[config.mk]
export PLATFORM = sky130hd
export DESIGN_NAME = dct_mac_accum
export DESIGN_NICKNAME = d
export VERILOG_FILES = /design/src/rtl/dct_mac_accum.sv
export SDC_FILE = /design/constraint.sdc
export NUM_CORES = 1
export LEC_CHECK = 0
export BUFFER_PORTS_ARGS = -buffer_cell sky130_fd_sc_hd__buf_2
export CAP_MARGIN = 10
export CORE_MARGIN = 4
export CORE_UTILIZATION = 40
export CTS_CLUSTER_DIAMETER = 80
export DETAILED_ROUTE_END_ITERATION = 12
export GPL_TIMING_DRIVEN = 0
export PLACE_DENSITY_LB_ADDON = 0.2
export SLEW_MARGIN = 0
export SYNTH_ARGS = -nofsm -noshare
export SYNTH_HDL_FRONTEND = slang
export SYNTH_SLANG_ARGS = --single-unit
[constraint.sdc]
create_clock -name clk -period 5.1 [get_ports clk]
set_input_delay 0.765 -clock clk [delete_from_list [all_inputs] [get_ports clk]]
set_output_delay 0.765 -clock clk [all_outputs]
set_load 0.02 [all_outputs]
[src/rtl/dct_mac_accum.sv]
// dct_mac_accum: multiply-accumulate stage of the fdct DCT unit.
// Each enabled cycle presents one term (din * coef). Terms flow through a
// three-stage pipeline: input register, product register, then an accumulator FSM.
// That FSM sums TERMS products into one DCT coefficient.
//
// Ports:
//   clk        clock, all state on rising edge
//   rst        asynchronous active-low reset
//   ena        global advance; each enabled cycle presents one term
//   dclr       current term is the first term of a new coefficient
//   din        signed sample
//   coef       signed cosine coefficient
//   result     signed accumulated coefficient, held until next completion
//   res_valid  one-clk pulse when result is updated
//   ovf_err    sticky: a term arrived after TERMS terms without dclr
module dct_mac_accum #(
  parameter int unsigned DWIDTH = 8,
  parameter int unsigned CWIDTH = 16,
  parameter int unsigned TERMS  = 8,
  localparam int unsigned MWIDTH = DWIDTH + CWIDTH,
  localparam int unsigned RWIDTH = MWIDTH + $clog2(TERMS)
) (
  input  logic                     clk,
  input  logic                     rst,
  input  logic                     ena,
  input  logic                     dclr,
  input  logic signed [DWIDTH-1:0] din,
  input  logic signed [CWIDTH-1:0] coef,
  output logic signed [RWIDTH-1:0] result,
  output logic                     res_valid,
  output logic                     ovf_err
);

  // One extra bit so the counter can hold TERMS itself.
  localparam int unsigned CntW = $clog2(TERMS) + 1;

  typedef enum logic [1:0] {StIdle, StAcc, StDone} state_e;

  // S1
  logic signed [DWIDTH-1:0] din_q;
  logic signed [CWIDTH-1:0] coef_q;
  logic                     dclr_q;
  logic                     v1_q;
  // S2
  logic signed [MWIDTH-1:0] mult_res;
  logic                     dclr_qq;
  logic                     v2_q;
  // S3
  state_e                   state_q;
  logic signed [RWIDTH-1:0] acc_q;
  logic [CntW-1:0]          cnt_q;

  logic signed [RWIDTH-1:0] mult_ext;
  logic signed [RWIDTH-1:0] acc_sum;
  logic [CntW-1:0]          cnt_inc;
  logic                     term_s3;

  assign mult_ext = {{(RWIDTH - MWIDTH){mult_res[MWIDTH-1]}}, mult_res};
  assign acc_sum  = acc_q + mult_ext;
  assign cnt_inc  = cnt_q + 1'b1;
  assign term_s3  = ena & v2_q;

  // Input and product stages; both hold whenever ena is low.
  always_ff @(posedge clk or negedge rst) begin
    if (!rst) begin
      din_q    <= '0;
      coef_q   <= '0;
      dclr_q   <= 1'b0;
      v1_q     <= 1'b0;
      mult_res <= '0;
      dclr_qq  <= 1'b0;
      v2_q     <= 1'b0;
    end else if (ena) begin
      din_q    <= din;
      coef_q   <= coef;
      dclr_q   <= dclr;
      v1_q     <= 1'b1;
      mult_res <= MWIDTH'(din_q) * MWIDTH'(coef_q);
      dclr_qq  <= dclr_q;
      v2_q     <= v1_q;
    end
  end

  // Accumulator FSM. res_valid drops on every edge, enabled or not.
  always_ff @(posedge clk or negedge rst) begin
    if (!rst) begin
      state_q   <= StIdle;
      acc_q     <= '0;
      cnt_q     <= '0;
      result    <= '0;
      res_valid <= 1'b0;
      ovf_err   <= 1'b0;
    end else begin
      res_valid <= 1'b0;
      if (term_s3) begin
        if (dclr_qq) begin
          // A new coefficient starts from any state; a partial sum is dropped.
          acc_q   <= mult_ext;
          cnt_q   <= CntW'(1);
          ovf_err <= 1'b0;
          state_q <= StAcc;
        end else begin
          unique case (state_q)
            StIdle: begin
              // Terms before the first dclr are discarded.
            end
            StAcc: begin
              acc_q <= acc_sum;
              cnt_q <= cnt_inc;
              if (cnt_inc == CntW'(TERMS)) begin
                result    <= acc_sum;
                res_valid <= 1'b1;
                state_q   <= StDone;
              end
            end
            StDone: begin
              ovf_err <= 1'b1;
            end
            default: state_q <= StIdle;
          endcase
        end
      end
    end
  end

endmodule
==> results.md <==
- Reg-to-Reg Start: din_q[7]
- Routability congestion estimate: 0.872
- Pwr Total: 0.00896 W
- Clock root buffer: clkbuf_16
- Final Hold Slack: 0.286 ns
- Post-synth EDFFs: 0
- Final setup viols: 0
- Sw frac: 47.0%
- Clock Skews: 0.0105 ns
- Leak: 5.80 nW
- Core area: 25400 sq um
- CP arrival: 5.19 ns
- FF-to-FF setup slack: 0.24 ns
- Synth warnings: 0
- Critical path required time: 5.43 ns
- Post-route ant nets: 0
- Synth Register Bits: 114
- Pin count of the biggest net entering global routing: 69
- DR vias: 7712
- Die height: 170 um
- Initial DRC count: 270
- Max-cap violations: 0
- Global route overflow: 0
- Filler cells: 2479
- Synth Instances: 1085
- # diodes: 0
- Worst skew pair latency: 0.42 ns
- First-pass GRT wire length: 42100 um
- Min cycle time layout: 4.86 ns
- Clock share of power: 13.2%
- Sequential area share after synthesis: 27.3%
- Maximum VDD drop: 0.391 mV
- Max Clock Freq: 206 MHz
- Psw: 0.00421 W
- Type of the tightest min-delay check: input port to async pin
- Final Cell Area: 11900 sq um
- Clock transition at path regs: 0.06 ns
- Reg2Reg Depth: 16
- Outcome: finished, final reports clean
- Area growth syn-to-layout: 13.5%
- Pwr Density: 756 nW/um^2
- H-tree levels: 4
- CTS tree: yes
- Total CTS buffers: 17
- Worst Setup End Kind: flip-flop
- Die Width: 170 um
- WL final: 24500 um
- Nets: 1368
- Cell Rows: 58
- Worst-path fanout max: 10
- Vias/cell: 5.12
- Final period util: 95.4%
- Crit Reg-Reg Endpoint: mult_res[20]
- Clock sinks: 114
- Post-Syn Area: 10400 sq um
- Avg WL per Cell: 16.2 um
- Comb pwr share: 70.4%
- Placed Cells: 1471
- Pre-antenna DRT Iters: 5
- HPWL Detailed: 19200 um
- CP Launch Type: flip-flop
- Netlist cell types: 62
- GRT Overall Usage: 18.2%
- Final Hold Viols: 0
- Syn_nets: 1289
- Sequential share of power: 16.4%
- Longest Clk Path Bufs: 2
- Async SR Flop Fraction: 100%
- DRC Markers: 0
- Placed inst area: 11200 sq um
- Layout cells sized above 1: 16.1%
- Worst-margin pin slew: 0.810 ns
- Fin cells: 1507
- Synth Flop Type: dfrtp_1
- Starting Density: 41.1%
- Syn Area/Cell: 9.63 sq um
- Vias in the first global route: 8193
- Io pins: 57
- Initial antenna violation count: 0
- PortBufs: 55
- Die ar.: 28800 sq um
- Slew margin rel.: 46.0%
- Int Pwr: 0.00475 W
- Max-slew violations: 0
- Worst setup path category: flip-flop to flip-flop
## worst max path at each step
stage | from | end | slack, ns | cells after the start
floorplan | din_q[7] | mult_res[23] | 0.29 | 18
global placement | din_q[7] | mult_res[23] | -0.50 | 18
detailed placement | din_q[7] | mult_res[23] | -0.52 | 18
CTS | din_q[6] | mult_res[23] | 0.04 | 17
global route | din_q[6] | mult_res[23] | -0.01 | 17
finish | din_q[7] | mult_res[20] | 0.24 | 16
## worst max-delay path: stages, from the launching register on
cell and delay (ns):
dfrtp_2 0.45, inv_2 0.10, buf_6 0.16, nor2_1 0.08, fa_1 0.51, fa_1 0.53
fa_1 0.56, inv_1 0.06, fa_1 0.53, inv_1 0.04, ha_1 0.21, or3_1 0.45
o211ai_1 0.33, a31oi_2 0.18, o21a_1 0.21, o21a_1 0.17, o31ai_1 0.21
## metrics by stage
stage	TNS [ns]	setup slack [ns]	util (%)
after floorplan	0	0.286	-
after global placement	-3.62	-0.502	43.8
after detailed placement	-3.93	-0.519	44.0
after CTS	0	0.0383	46.5
after global routing	-0.0163	-0.0117	46.7
final	0	0.236	46.7
## power by group through the flow
stage          sequential [W]  clock, W  combinational (W)
2_1_floorplan         0.00144         0            0.00486
3_3_place_gp          0.00148         0            0.00608
3_5_place_dp          0.00148         0            0.00615
4_1_cts               0.00147   0.00122            0.00625
5_1_grt               0.00151   0.00126            0.00728
6_report              0.00147   0.00118            0.00630
## synthesized netlist by cell type (14+ instances only)
cell type	number	area share (%)
fa_1	104	20
a21o_1	17	1.2
nor2_1	50	1.8
xor2_1	15	1.3
clkbuf_1	20	0.72
a21oi_1	42	2.0
mux2i_1	14	1.3
nand2_1	100	3.6
xnor2_1	28	2.3
o21ai_0	63	3.0
mux2_2	51	5.5
and2_1	89	5.3
dfrtp_1	114	27
ha_1	72	8.6
inv_1	161	5.8
## per-layer routing
metal | track usage, % | up-vias | wire (um)
met4 | 3.92 | 0 | 378
met5 | 0 | - | 0
met3 | 3.14 | 24 | 1040
met2 | 30.1 | 139 | 11500
li1 | - | 3735 | -
met1 | 25.1 | 3814 | 11500
## final cells by class
class	instances	area, sq um	area share [%]
Sequential cell	114	2860	24.1
Buffer	32	195	1.65
Timing Repair Buffer	60	339	2.86
Clock inverter	12	134	1.13
Multi-Input combinational cell	777	6860	57.8
Inverter	162	608	5.13
Clock buffer	20	447	3.77
Tap cell	330	413	3.48
## cells by family (layout without fill, tap and decap cells)
group / Yosys count / in the layout / synth area share (%)
mux: 65 / 65 / 6.84
simple gates: 297 / 297 / 14.2
fa+ha+maj: 176 / 176 / 28.6
compound gates: 196 / 196 / 12.1
xor+xnor: 43 / 43 / 3.61
flops: 114 / 114 / 27.3
buf+inv: 194 / 286 / 7.37
## registers in the layout, indices dropped and copies added (netlist names)
register   cells
mult_res      24
dclr_q         1
res_valid      1
dclr_qq        1
acc_q         27
result        27
ovf_err        1
cnt_q          4
v2_q           1
state_q        2
v1_q           1
coef_q        16
din_q          8
## cells in the final DEF (no fill, tap or decap), drive strengths merged, types with 9 or more instances in the layout
| cell | count |
|---|---|
| dfrtp | 114 |
| o31ai | 10 |
| ha | 72 |
| a21o | 19 |
| nand3 | 9 |
| mux2i | 14 |
| o21ai | 66 |
| a21oi | 42 |
| inv | 163 |
| nor3 | 10 |
| and2 | 90 |
| nand2 | 100 |
| mux2 | 51 |
| clkbuf | 38 |
| xor2 | 15 |
| xnor2 | 28 |
| buf | 73 |
| nor2 | 50 |
| fa | 104 |
## what timing repair did
item,CTS,global route
buffers inserted,3,1
hold buffers,0,0
gates resized for setup,18,22
endpoints found under the setup margin,13,9
pin swaps,3,4
Note: power is estimated with default switching activity, not from simulation.
